[config.mk]
export PLATFORM = sky130hd
export DESIGN_NAME = ahb_bus_arbiter
export DESIGN_NICKNAME = d
export VERILOG_FILES = /design/src/rtl/ahb_bus_arbiter.sv
export SDC_FILE = /design/constraint.sdc
export NUM_CORES = 1
export LEC_CHECK = 0
export CORE_UTILIZATION = 55
export DETAILED_ROUTE_END_ITERATION = 8
export PLACE_DENSITY = 0.83
export RECOVER_POWER = 100
export SETUP_SLACK_MARGIN = 0.2
export SYNTH_ARGS = -nofsm -noshare
export SYNTH_HDL_FRONTEND = slang
export SYNTH_SLANG_ARGS = --single-unit
[constraint.sdc]
create_clock -name HCLK -period 3.3 [get_ports HCLK]
set_input_delay 0.825 -clock HCLK [delete_from_list [all_inputs] [get_ports HCLK]]
set_output_delay 0.825 -clock HCLK [all_outputs]
set_load 0.05 [all_outputs]
[src/rtl/ahb_bus_arbiter.sv]
// Round-robin AHB bus arbiter: one-hot grant with burst and locked-sequence hold,
// plus registered HMASTER/HMASTLOCK for the downstream address/control mux.
module ahb_bus_arbiter #(
  parameter int unsigned NUM_MASTERS    = 4,
  parameter int unsigned HMASTER_WIDTH  = 4,
  parameter int unsigned DEFAULT_MASTER = 0
) (
  input  logic                     HCLK,
  input  logic                     HRESET,
  input  logic [NUM_MASTERS-1:0]   hbusreq,
  input  logic [NUM_MASTERS-1:0]   hlock,
  input  logic [1:0]               HTRANS,
  input  logic [2:0]               HBURST,
  input  logic                     HREADY,
  input  logic                     HRESP,
  output logic [NUM_MASTERS-1:0]   hgrant,
  output logic [HMASTER_WIDTH-1:0] HMASTER,
  output logic                     HMASTLOCK
);

  localparam logic [1:0] TransIdle   = 2'b00;
  localparam logic [1:0] TransNonseq = 2'b10;
  localparam logic [1:0] TransSeq    = 2'b11;

  localparam logic [HMASTER_WIDTH-1:0] DefIdx = HMASTER_WIDTH'(DEFAULT_MASTER);
  localparam logic [NUM_MASTERS-1:0]   DefOh  = NUM_MASTERS'(1) << DEFAULT_MASTER;

  typedef enum logic [1:0] {StPark, StGrant, StBurst, StLocked} state_e;

  state_e                   state_q, state_d;
  logic [3:0]               beat_q, beat_d, burst_len;
  logic [HMASTER_WIDTH-1:0] rr_q, rr_d, grant_idx_q, grant_idx_d, winner_idx;
  logic [HMASTER_WIDTH-1:0] hmaster_q;
  logic [NUM_MASTERS-1:0]   hgrant_q, hgrant_d, req_sh;
  logic                     hmastlock_q;
  logic                     any_req, nonseq_acc, seq_acc, fixed_burst, lock_req, arb_en;
  int unsigned              cand;

  assign nonseq_acc  = HREADY && (HTRANS == TransNonseq);
  assign seq_acc     = HREADY && (HTRANS == TransSeq);
  assign fixed_burst = (burst_len != 4'd0);
  assign any_req     = |hbusreq;
  // Lock is only honoured while the owner is still requesting.
  assign lock_req    = |(hlock & hbusreq & hgrant_q);

  always_comb begin
    case (HBURST)
      3'd2, 3'd3: burst_len = 4'd3;
      3'd4, 3'd5: burst_len = 4'd7;
      3'd6, 3'd7: burst_len = 4'd15;
      default:    burst_len = 4'd0;
    endcase
  end

  always_comb begin
    beat_d = beat_q;
    if (nonseq_acc) begin
      beat_d = burst_len;
    end else if (seq_acc && (beat_q != 4'd0)) begin
      beat_d = beat_q - 4'd1;
    end
    // An ERROR response terminates the burst even during its wait cycle.
    if (HRESP) begin
      beat_d = 4'd0;
    end
  end

  // Search from rr_q+NUM_MASTERS down to rr_q+1 so the nearest requester overwrites last.
  always_comb begin
    winner_idx = DefIdx;
    cand       = 0;
    req_sh     = '0;
    for (int unsigned k = NUM_MASTERS; k >= 1; k--) begin
      cand = 32'(rr_q) + k;
      if (cand >= NUM_MASTERS) begin
        cand = cand - NUM_MASTERS;
      end
      req_sh = hbusreq >> cand;
      if (req_sh[0]) begin
        winner_idx = HMASTER_WIDTH'(cand);
      end
    end
  end

  always_comb begin
    state_d = state_q;
    arb_en  = 1'b0;
    case (state_q)
      StPark: begin
        if (HREADY) begin
          arb_en = 1'b1;
          if (any_req) begin
            state_d = StGrant;
          end
        end
      end
      StGrant: begin
        if (nonseq_acc && lock_req) begin
          state_d = StLocked;
        end else if (nonseq_acc && fixed_burst) begin
          state_d = StBurst;
        end else if (HREADY) begin
          arb_en  = 1'b1;
          state_d = any_req ? StGrant : StPark;
        end
      end
      StBurst: begin
        if (HREADY && ((beat_q == 4'd0) || (seq_acc && (beat_q == 4'd1)))) begin
          arb_en  = 1'b1;
          state_d = StGrant;
        end
      end
      StLocked: begin
        if (!lock_req && HREADY && ((HTRANS == TransIdle) || (HTRANS == TransNonseq))) begin
          state_d = (nonseq_acc && fixed_burst) ? StBurst : StGrant;
        end
      end
      default: state_d = StPark;
    endcase
  end

  always_comb begin
    grant_idx_d = grant_idx_q;
    rr_d        = rr_q;
    if (arb_en) begin
      grant_idx_d = winner_idx;
      if (any_req) begin
        rr_d = winner_idx;
      end
    end
    hgrant_d = NUM_MASTERS'(1) << grant_idx_d;
  end

  always_ff @(posedge HCLK) begin
    if (HRESET) begin
      state_q     <= StPark;
      beat_q      <= 4'd0;
      rr_q        <= DefIdx;
      grant_idx_q <= DefIdx;
      hgrant_q    <= DefOh;
      hmaster_q   <= DefIdx;
      hmastlock_q <= 1'b0;
    end else begin
      state_q     <= state_d;
      beat_q      <= beat_d;
      rr_q        <= rr_d;
      grant_idx_q <= grant_idx_d;
      hgrant_q    <= hgrant_d;
      if (HREADY) begin
        hmaster_q   <= grant_idx_q;
        hmastlock_q <= |(hlock & hgrant_q);
      end
    end
  end

  assign hgrant    = hgrant_q;
  assign HMASTER   = hmaster_q;
  assign HMASTLOCK = hmastlock_q;

endmodule
==> results.cfg <==
[timing]
skew_ns = 0.00848
fin_setup_tns_ns = 0
fin_crit_ns = 3.09
hold_viol = 0
worst_pin_slew_ns = 0.791
maxSlewHeadroom_pct = 47.1
setup_viol = 0
period_share_pct = 93.5
maxSlewViolCount = 0
fmax_mhz = 324
rsz0062_at_grt = yes

[worst_setup_path]
cpPeakStageDelay_ns = 0.66
cp_slowest_cell = dlygate4sd3_1
r2r-end = hgrant[0]$_SDFF_PP1_
reg2reg_from = rr_q[1]$_SDFFE_PP0P_
cp_data_arrival_time_ns = 3.32
crit_chain = dlygate4sd3_1 > a31oi_1 > o32a_1 > o21a_1 > nor2_1 > a21boi_0 > a221oi_4 > a31o_2
reg2reg_slack_ns = 0.25
cp.buffers_inverters = 1
critical_path_class = in2reg
start_kind = input pin
reg2reg_depth = 11
end_kind = register
crit_required_ns = 3.53
crit_family = compound AO/OA/AOI/OAI gates
critPathMaxFanout = 8

[hold_path]
hold_start = grant_idx_q[3]$_SDFF_PP0_
holdPathStages = 1
holdCritPathClass = reg2reg
whs_endpoint = grant_idx_q[3]$_SDFF_PP0_

[yosys]
synth.avg_cell_area_um2 = 8.97
synth_flop_cell = dfxtp_1
netlist_area_um2 = 1890
synth_area_leaders = dfxtp_1, ha_1, o21ai_0, inv_1, nor2_1
syn_inst = 211
synth_edf_count = 0
seq_area_frac_synth_pct = 24.3
synth_seq_cells = 23
async_flop_share_pct = 0
yosysWarnings = 0
synth_cell_types = 60
yosysTopAreaCell = dfxtp_1
synth_nets = 252
synth_top_area_share_pct = 24.3

[clocking]
root_buffer = clkbuf_4
cts.sinks = 23
cts_tree = done
htree_levels = 1
hold_buffers = 0
cts_setup_buffers = 0
clock_latency_ns = 0.32
clk_pin_slew_worst_paths_ns = 0.13
cts_buffers = 3
cts_buffer_depth = 2

[cells_and_area]
nFillCells = 247
area_delta_synth_final_pct = 21.9
drive_above_1_share_pct = 13.2
nets = 285
diodes = 0

[floorplan]
io_pins = 26
core_um2 = 3150
die_x_um = 60.7
start_util_pct = 60.0
dieArea_um2 = 3680
chipHeight_um = 60.7
rows = 20

[drt]
vias = 1759
totalWireLength_um = 4530
wl_per_cell_um = 15.8
dr.pass1.iters = 5
antenna_left = 0
routed_via_density = 6.13
drc = 0
drt_iter0_drc = 135

[run_status]
status = complete, no violations

[global_routing]
antenna_found_initial = 0
grt_remaining_overflow = 0
grt_pass1_vias = 1544
grt_max_degree = 22
grt_pass1_wl_um = 6840
grtUsageTotal_pct = 24.6

[pwr]
vdd_drop_max_uv = 486
pwr_density_cell_nw_per_um2 = 552
total_power_mw = 1.27
p_leak_nw = 0.939

[job]
max_cap_viol_count = 0

[placement]
port_buffers = 24
place_hpwl_um = 3240
gp_congestion = 0.850
[flip-flops by register name, indices dropped and copies added, names as in the netlist]
register,cells
HMASTER,4
beat_q,4
grant_idx_q,4
hgrant,4
rr_q,4
state_q,2
HMASTLOCK,1
[cell usage in the layout, fill, tap and decap left out, drive strengths merged, types with 3 or more instances in the layout]
master and instances:
ha 24, dfxtp 23, inv 18, nor2 16, o21ai 14, nand2 13
clkdlybuf4s50 12, dlygate4sd3 12, nor3 7, buf 7, nor3b 6, nand3 5
mux2i 5, a21oi 5, clkbuf 5, a31oi 4, nor2b 4, a22oi 4
mux4 4, nand4 3, o2111a 3, xnor2 3, a2111oi 3
[logic make-up (layout without fill, tap and decap cells)]
logic type / after synthesis / count (layout) / synth area share, %
adders and majority gates: 24 / 24 / 15.9
muxes: 9 / 9 / 7.80
AOI/OAI and AO/OA: 55 / 55 / 23.0
xor gates and xnor gates: 5 / 5 / 2.31
and+or+nand+nor: 72 / 72 / 21.2
buffers and inverters: 23 / 55 / 5.49
DFF: 23 / 23 / 24.3
[worst max path at each step]
stage | startpoint | endpoint | slack, ns | cells past startpoint
floorplan | rr_q[1]$_SDFFE_PP0P_ | hgrant[0]$_SDFF_PP1_ | 0.36 | 12
global placement | hbusreq[3] | hgrant[0]$_SDFF_PP1_ | 0.20 | 6
detailed placement | HTRANS[0] | hgrant[2]$_SDFF_PP0_ | 0.15 | 9
CTS | rr_q[1]$_SDFFE_PP0P_ | hgrant[0]$_SDFF_PP1_ | 0.24 | 12
global route | rr_q[1]$_SDFFE_PP0P_ | hgrant[0]$_SDFF_PP1_ | 0.09 | 11
finish | HTRANS[0] | hgrant[0]$_SDFF_PP1_ | 0.21 | 8
[cells in the mapped netlist, types with 2 or more instances]
| library cell | instances |
|---|---|
| a2111oi_2 | 2 |
| a21oi_1 | 5 |
| a22oi_1 | 4 |
| a311oi_1 | 2 |
| a31oi_1 | 4 |
| and2_1 | 2 |
| and2b_2 | 2 |
| clkbuf_1 | 2 |
| dfxtp_1 | 23 |
| ha_1 | 24 |
| inv_1 | 18 |
| mux2i_1 | 5 |
| mux4_1 | 2 |
| mux4_2 | 2 |
| nand2_1 | 13 |
| nand2b_1 | 2 |
| nand3_1 | 5 |
| nand3b_1 | 2 |
| nand4_1 | 3 |
| nor2_1 | 15 |
| nor2b_1 | 4 |
| nor3_1 | 7 |
| nor3b_1 | 5 |
| nor4_1 | 2 |
| o2111a_1 | 3 |
| o21a_1 | 2 |
| o21ai_0 | 14 |
| or4_1 | 2 |
| xnor2_1 | 3 |
| xor2_1 | 2 |
[cell type report]
cell class	count	area, µm²	share of cell area (%)
Timing Repair Buffer	33	300	13.0
Clock inverter	1	5.00	0.217
Sequential cell	23	468	20.3
Inverter	18	67.6	2.93
Clock buffer	3	22.5	0.976
Tap cell	44	55.1	2.39
Multi-Input combinational cell	165	1390	60.2
[where the power goes]
group	total [mW]	switching, mW	internal (mW)	leakage, nW
logic	0.761	0.434	0.327	0.733
clock network	0.135	0.0899	0.0454	0.0177
registers	0.377	0.0489	0.328	0.189
[stage by stage]
step | std cells | worst slack, ns | hold slack [ns] | util [%] | cell area [µm²]
global route | 287 | 0.0867 | 0.519 | 73.2 | 2310
finish | 287 | 0.214 | 0.495 | 73.2 | 2310
detailed placement | 283 | 0.149 | 0.476 | 70.4 | 2220
floorplan | 211 | 0.362 | 0.455 | - | 1890
CTS | 287 | 0.238 | 0.494 | 71.3 | 2250
global placement | 283 | 0.203 | 0.475 | 70.4 | 2220
[worst reg2reg max path: stages (launching register included)]
cell,delay (ns)
dfxtp_4,0.40
ha_1,0.23
nand2_1,0.11
xnor2_2,0.19
ha_1,0.19
nand2_1,0.08
a2111oi_0,0.40
a211o_1,0.15
nand4_1,0.24
a21boi_0,0.55
a221oi_4,0.16
a31o_2,0.26
[routing by layer]
| layer | wire [µm] | vias to the layer above | GRT usage (%) |
|---|---|---|---|
| li1 | - | 853 | - |
| met1 | 2040 | 822 | 31.8 |
| met2 | 2210 | 72 | 44.6 |
| met3 | 224 | 12 | 3.20 |
| met4 | 55 | 0 | 3.90 |
| met5 | 0 | - | 0 |
[repair_timing]
action                                  4_1_cts  5_1_grt
gates resized for setup                       2       12
pin swaps                                     0        5
cloned                                        0        0
endpoints found under the setup margin        2        6
Note: power is estimated with default switching activity, not from simulation.
